File: src/rtl/btn_conditioner.sv
// Multi-channel push-button front end: two-flop synchronizer, counter debounce,
// one-cycle press/release pulses and an optional long-press auto-repeat train.
module btn_conditioner #(
  parameter int unsigned N_CH       = 4,
  parameter int unsigned STABLE_CNT = 16,
  parameter int unsigned HOLD_CNT   = 50000000,
  parameter int unsigned REPEAT_CNT = 12500000,
  parameter int unsigned REPEAT_EN  = 1
) (
  input  logic            clk,
  input  logic            rst,
  input  logic [N_CH-1:0] btn_in,
  output logic [N_CH-1:0] btn_level,
  output logic [N_CH-1:0] btn_press,
  output logic [N_CH-1:0] btn_release,
  output logic [N_CH-1:0] btn_rpt
);

  localparam int unsigned SW      = $clog2(STABLE_CNT + 1);
  localparam int unsigned MAX_CNT = (HOLD_CNT > REPEAT_CNT) ? HOLD_CNT : REPEAT_CNT;
  localparam int unsigned HW      = $clog2(MAX_CNT + 1);

  typedef enum logic {
    ST_IDLE,
    ST_HOLD
  } hold_state_e;

  for (genvar i = 0; i < N_CH; i++) begin : g_ch
    logic          sync_q1;
    logic          sync_q2;
    logic          level_q;
    logic          press_q;
    logic          release_q;
    logic [SW-1:0] stab_q;
    logic          flip_c;

    // Level flips once the synchronized input has disagreed for STABLE_CNT edges.
    assign flip_c = (sync_q2 != level_q) && (stab_q == SW'(STABLE_CNT - 1));

    always_ff @(posedge clk or posedge rst) begin
      if (rst) begin
        sync_q1   <= 1'b0;
        sync_q2   <= 1'b0;
        stab_q    <= '0;
        level_q   <= 1'b0;
        press_q   <= 1'b0;
        release_q <= 1'b0;
      end else begin
        sync_q1 <= btn_in[i];
        sync_q2 <= sync_q1;
        if ((sync_q2 == level_q) || flip_c) begin
          stab_q <= '0;
        end else begin
          stab_q <= stab_q + SW'(1);
        end
        if (flip_c) begin
          level_q <= sync_q2;
        end
        press_q   <= flip_c & sync_q2;
        release_q <= flip_c & ~sync_q2;
      end
    end

    assign btn_level[i]   = level_q;
    assign btn_press[i]   = press_q;
    assign btn_release[i] = release_q;

    if (REPEAT_EN != 0) begin : g_rpt
      hold_state_e   state_q;
      logic [HW-1:0] hold_q;
      logic          first_q;
      logic          rpt_q;

      // The first interval after a press uses HOLD_CNT, later ones REPEAT_CNT.
      always_ff @(posedge clk or posedge rst) begin
        if (rst) begin
          state_q <= ST_IDLE;
          hold_q  <= '0;
          first_q <= 1'b0;
          rpt_q   <= 1'b0;
        end else begin
          rpt_q <= 1'b0;
          if (flip_c && sync_q2) begin
            state_q <= ST_HOLD;
            hold_q  <= HW'(1);
            first_q <= 1'b1;
          end else if (flip_c) begin
            state_q <= ST_IDLE;
            hold_q  <= '0;
            first_q <= 1'b0;
          end else if (state_q == ST_HOLD) begin
            if (hold_q == (first_q ? HW'(HOLD_CNT) : HW'(REPEAT_CNT))) begin
              rpt_q   <= 1'b1;
              hold_q  <= HW'(1);
              first_q <= 1'b0;
            end else begin
              hold_q <= hold_q + HW'(1);
            end
          end
        end
      end

      assign btn_rpt[i] = rpt_q;
    end else begin : g_no_rpt
      assign btn_rpt[i] = 1'b0;
    end
  end

endmodule

File: config.mk
export PLATFORM = sky130hd
export DESIGN_NAME = btn_conditioner
export DESIGN_NICKNAME = d
export VERILOG_FILES = /design/src/rtl/btn_conditioner.sv
export SDC_FILE = /design/constraint.sdc
export NUM_CORES = 1
export LEC_CHECK = 0
export ABC_AREA = 0
export CAP_MARGIN = 20
export CORE_MARGIN = 1.5
export CORE_UTILIZATION = 62
export CTS_CLUSTER_DIAMETER = 60
export CTS_CLUSTER_SIZE = 30
export DETAILED_ROUTE_END_ITERATION = 10
export PLACE_DENSITY = 0.85
export SLEW_MARGIN = 40
export SYNTH_ARGS = -nofsm -noshare
export SYNTH_HDL_FRONTEND = slang
export SYNTH_SLANG_ARGS = --single-unit
export TNS_END_PERCENT = 5
File: constraint.sdc
create_clock -name clk -period 7.2 [get_ports clk]
set_input_delay 1.44 -clock clk [delete_from_list [all_inputs] [get_ports clk]]
set_output_delay 1.44 -clock clk [all_outputs]
set_load 0.01 [all_outputs]
==> impl.org <==
** Critical path
- Critical register-to-register path endpoint :: g_ch[0].g_rpt.hold_q[6]
- In this run the critical register-to-register path is launched from g_ch[0].stab_q[0].
- The setup path with the least slack is of type flop to flop.
- Data on the critical path is required at its endpoint by 7.56 ns.
- Along the worst path, the maximum fanout reaches 14.
- CP endpoint kind :: flop
- Traced cell by cell, the critical path runs through ha_1, and3_1, ha_1, nand2_1, nand2_1, a31oi_1, buf_4, a21oi_1, o21ai_0.
- Worst EP arrival :: 3.28 ns
- CP startpoint kind :: flop
- Crit path max-delay family :: compound AO/OA/AOI/OAI gates
- Among all stages on the critical path, the largest delay is contributed by a31oi_1.
- The worst register-to-register path has a depth of 9.
- Setup slack on the worst reg-to-reg path comes out at 4.28 ns.
- The number of buffers and inverters on the critical path is 1.
- Max stage delay on crit path :: 0.70 ns

** STA
- The number of hold violations in the final report was 0.
- For the pin with the worst max-slew slack, the measured transition is 0.7781 ns.
- Worst-case clock skew :: 0.006033 ns
- Minimum clock period after layout :: 2.921 ns
- For this run, the top clock speed supported by timing is about 340 MHz.
- Rel. slew slack :: 47.88%
- For the final routed database, the setup TNS stands at 0 ns.
- Setup repair after global routing left no endpoint under its margin.
- Hold timing on the final database bottoms out at a slack of 0.3503 ns.
- The max-slew violation count was 0.
- Of the available clock period, the critical path in the final layout requires about 41%.
- Setup violations remaining at the end of the flow were counted as 0.

** Power
- Worst ir drop on vdd :: about 190 uV
- In this run, the combinational gates consume ~2.0% of the power.
- In this run switching power makes up 21.91% of total power.
- Power spread over the standard cell area amounts to 195.5 mW/mm^2.
- The clock network burns 47.6% of the power.
- Share of power burned in registers :: 50.4%
- Summed over all cells, the static leakage comes to a little under 4 nW.
- The internal power of the cells totals 0.001381 W.
- For this design the total switching power over the nets is 0.0003874 W.

** Logic synthesis
- Share of synthesized area occupied by flip-flops and latches :: 47.39%
- Post-synth EDFFs :: 0
- Synth warnings :: 0
- Dividing the synthesized area by the synthesized cell count gives 9.043 um^2.
- After synthesis the cells add up to 0.008238 mm^2.
- Top flip-flop cell by instance count after synthesis :: dfrtp_1
- Largest cells by area after synthesis :: dfrtp_1 47%, nand3_1 6.7%, nand2_1 5.0%
- Cell type with the largest total area after synthesis :: dfrtp_1
- The number of nets handed over by synthesis was 933.
- Of all flip-flops after synthesis, the portion carrying an async set or reset was 100.0%.
- In this run, synthesis produced a sequential element count of 156.
- Number of standard cells after synthesis :: 911
- Synthesis instantiated 53 different standard cells from the library.
- Yosys top cell area share :: 47.39%

** Final layout
- Diode insertion count for antenna repair :: 0
- Most frequent cells in the layout :: 156 x dfrtp_1, 110 x nand2_1, 110 x nand3_1
- Compared with the post-synthesis result, the final layout area differs by 9.812%.
- In the final layout, the share of cells above drive strength 1 is 6.156%.
- Filler cells :: 930
- Leaving out fill and tap cells, the most frequent cell in the layout is dfrtp_1.
- NumNets Final :: 936

** Global route
- Maximum number of pins on one net before global-route repair :: 95
- Global routing finished with a remaining overflow of 0.
- Initial antenna violation count :: 0
- First-pass GRT wire length :: 29620 um
- Number of global-route vias before repair :: 6230
- Global routing used 26.15% of the available tracks across all layers.

** Placed design
- After legalization and detailed placement, the total HPWL measured 11030 um.
- Placer's final routability congestion estimate :: between 0.8 and 0.9
- Number of input and output port buffers inserted :: 21

** Clock network
- The number of hold buffers added after CTS was 0.
- The clock passes through at most 2 buffers.
- CTS saw ~160 sinks.
- In this run the number of H-tree levels came out at 4.
- The number of setup buffers added after CTS is 0.
- Number of resized instances in the post-cts repair step :: 0
- TritonCTS built the clock tree.
- Later-pin clock latency in the skew report :: 0.44 ns
- Number of clock buffers inserted by TritonCTS :: 17
- Clock slew at reported path FFs :: 0.06 ns
- CTS root buf :: clkbuf_16

** Floorplan
- In this run the count of I/O pins placed on the die edge is 22.
- Height of the die :: roughly 120 um
- The region available for standard cell placement spans about 0.013 mm^2.
- The initialized floorplan defines 41 standard-cell rows.
- Initial core utilization :: 64.49%
- The die covers 0.01399 mm^2.
- Die extent in x :: 118.3 um

** Worst hold path
- Type of the tightest min-delay check :: flop to flop
- Along the worst hold path, the cell count comes to 0.
- Worst min-delay path endpoint :: g_ch[2].sync_q2
- Startpoint of the worst hold path :: g_ch[2].sync_q1

** Routing
- For this block, the via count after detailed routing is just under 7000.
- Number of remaining DRC errors :: 0
- Number of vias per cell after detailed routing :: 6.143
- Residual antenna-violating net count after detailed routing :: 0
- Wire length per cell after detailed routing :: 15.71 um
- The pre-antenna-repair detailed-routing pass consisted of 5 iterations.
- Total detailed-routing wirelength :: 17250 um
- Number of design-rule violations left by the first detailed-router iteration :: 704

** Status
- Status :: finished, final reports clean

** Run
- Across the run, the number of max-cap violations was 0.
layer usage:
metal / global-route usage, % / up-vias / wire (um)
met5: 0 / - / 0
met4: 9.146 / 0 / 342
met3: 6.371 / 33 / 858
met2: 39.83 / 178 / 7950
met1: 36.66 / 3264 / 8095
li1: - / 3270 / -
how the worst max path moves through the flow:
stage	cells after the start	end	startpoint	slack [ns]
floorplan	1	g_ch[0].g_rpt.first_q	rst	1.55
global placement	3	g_ch[2].g_rpt.hold_q[18]	rst	3.81
detailed placement	3	g_ch[2].g_rpt.hold_q[18]	rst	3.81
CTS	3	g_ch[2].g_rpt.hold_q[23]	rst	4.27
global route	9	g_ch[0].g_rpt.hold_q[6]	g_ch[0].stab_q[0]	4.12
finish	9	g_ch[0].g_rpt.hold_q[6]	g_ch[0].stab_q[0]	4.28
cells by family after synthesis:
logic type / synth area share (%)
simple gates: 29.74
flops: 47.39
compound gates: 11.48
buf+inv: 4.784
xor+xnor: 2.658
fa+ha+maj: 2.430
mux: 1.519
registers in the layout (all words and copies together), names as in the netlist:
register / flops
g_ch.g_rpt.rpt_q: 4
g_ch.press_q: 4
g_ch.g_rpt.first_q: 4
g_ch.g_rpt.state_q: 4
g_ch.release_q: 4
g_ch.sync_q1: 4
g_ch.sync_q2: 4
g_ch.g_rpt.hold_q: 104
g_ch.level_q: 4
g_ch.stab_q: 20
area by class of cell:
class	count	area (um^2)	area share, %
tap	172	215.2	2.379
multi-input combinational	670	3951	43.68
clock inverter	12	98.84	1.093
inverter	42	165.2	1.826
clock buffer	19	452.9	5.007
timing repair buffer	27	259.0	2.863
sequential	156	3904	43.15
cells in the mapped netlist (7+ instances only):
cell      count
and3_1       29
nand3_1     110
or3_1        36
nor2_1       69
buf_4        16
xnor2_1       8
nor3b_1       8
nand2_1     110
o21ai_0      42
and2_1        7
a211o_1       7
o211ai_1      8
nand2b_1      7
mux2i_1       8
nor4_1       12
nand4_1      22
a21oi_1      35
a21o_1       14
dfrtp_1     156
xor2_1       17
nor3_1       23
clkbuf_1     20
inv_1        42
ha_1         16
o311ai_0     11
nor4b_1       9
metrics by stage:
step                      power [W]  std cells  utilization, %  instance area (um^2)  setup slack [ns]
after floorplan           0.0009311        911               -                  8238             1.553
after global placement    0.0009420       1067           66.39                  8481             3.814
after detailed placement  0.0009435       1067           66.45                  8488             3.811
after CTS                  0.001779       1098           70.77                  9040             4.267
after global routing       0.001826       1098           70.82                  9046             4.122
final                      0.001768       1098           70.82                  9046             4.279
power groups by stage:
stage,combinational [W],sequential [W],clock (W)
2_1_floorplan,0.0000253,0.000906,0
3_3_place_gp,0.0000354,0.000907,0
3_5_place_dp,0.0000363,0.000907,0
4_1_cts,0.0000365,0.000891,0.000852
5_1_grt,0.0000419,0.000892,0.000892
6_report,0.0000351,0.000892,0.000842
Power figures use the tool's default switching activity.
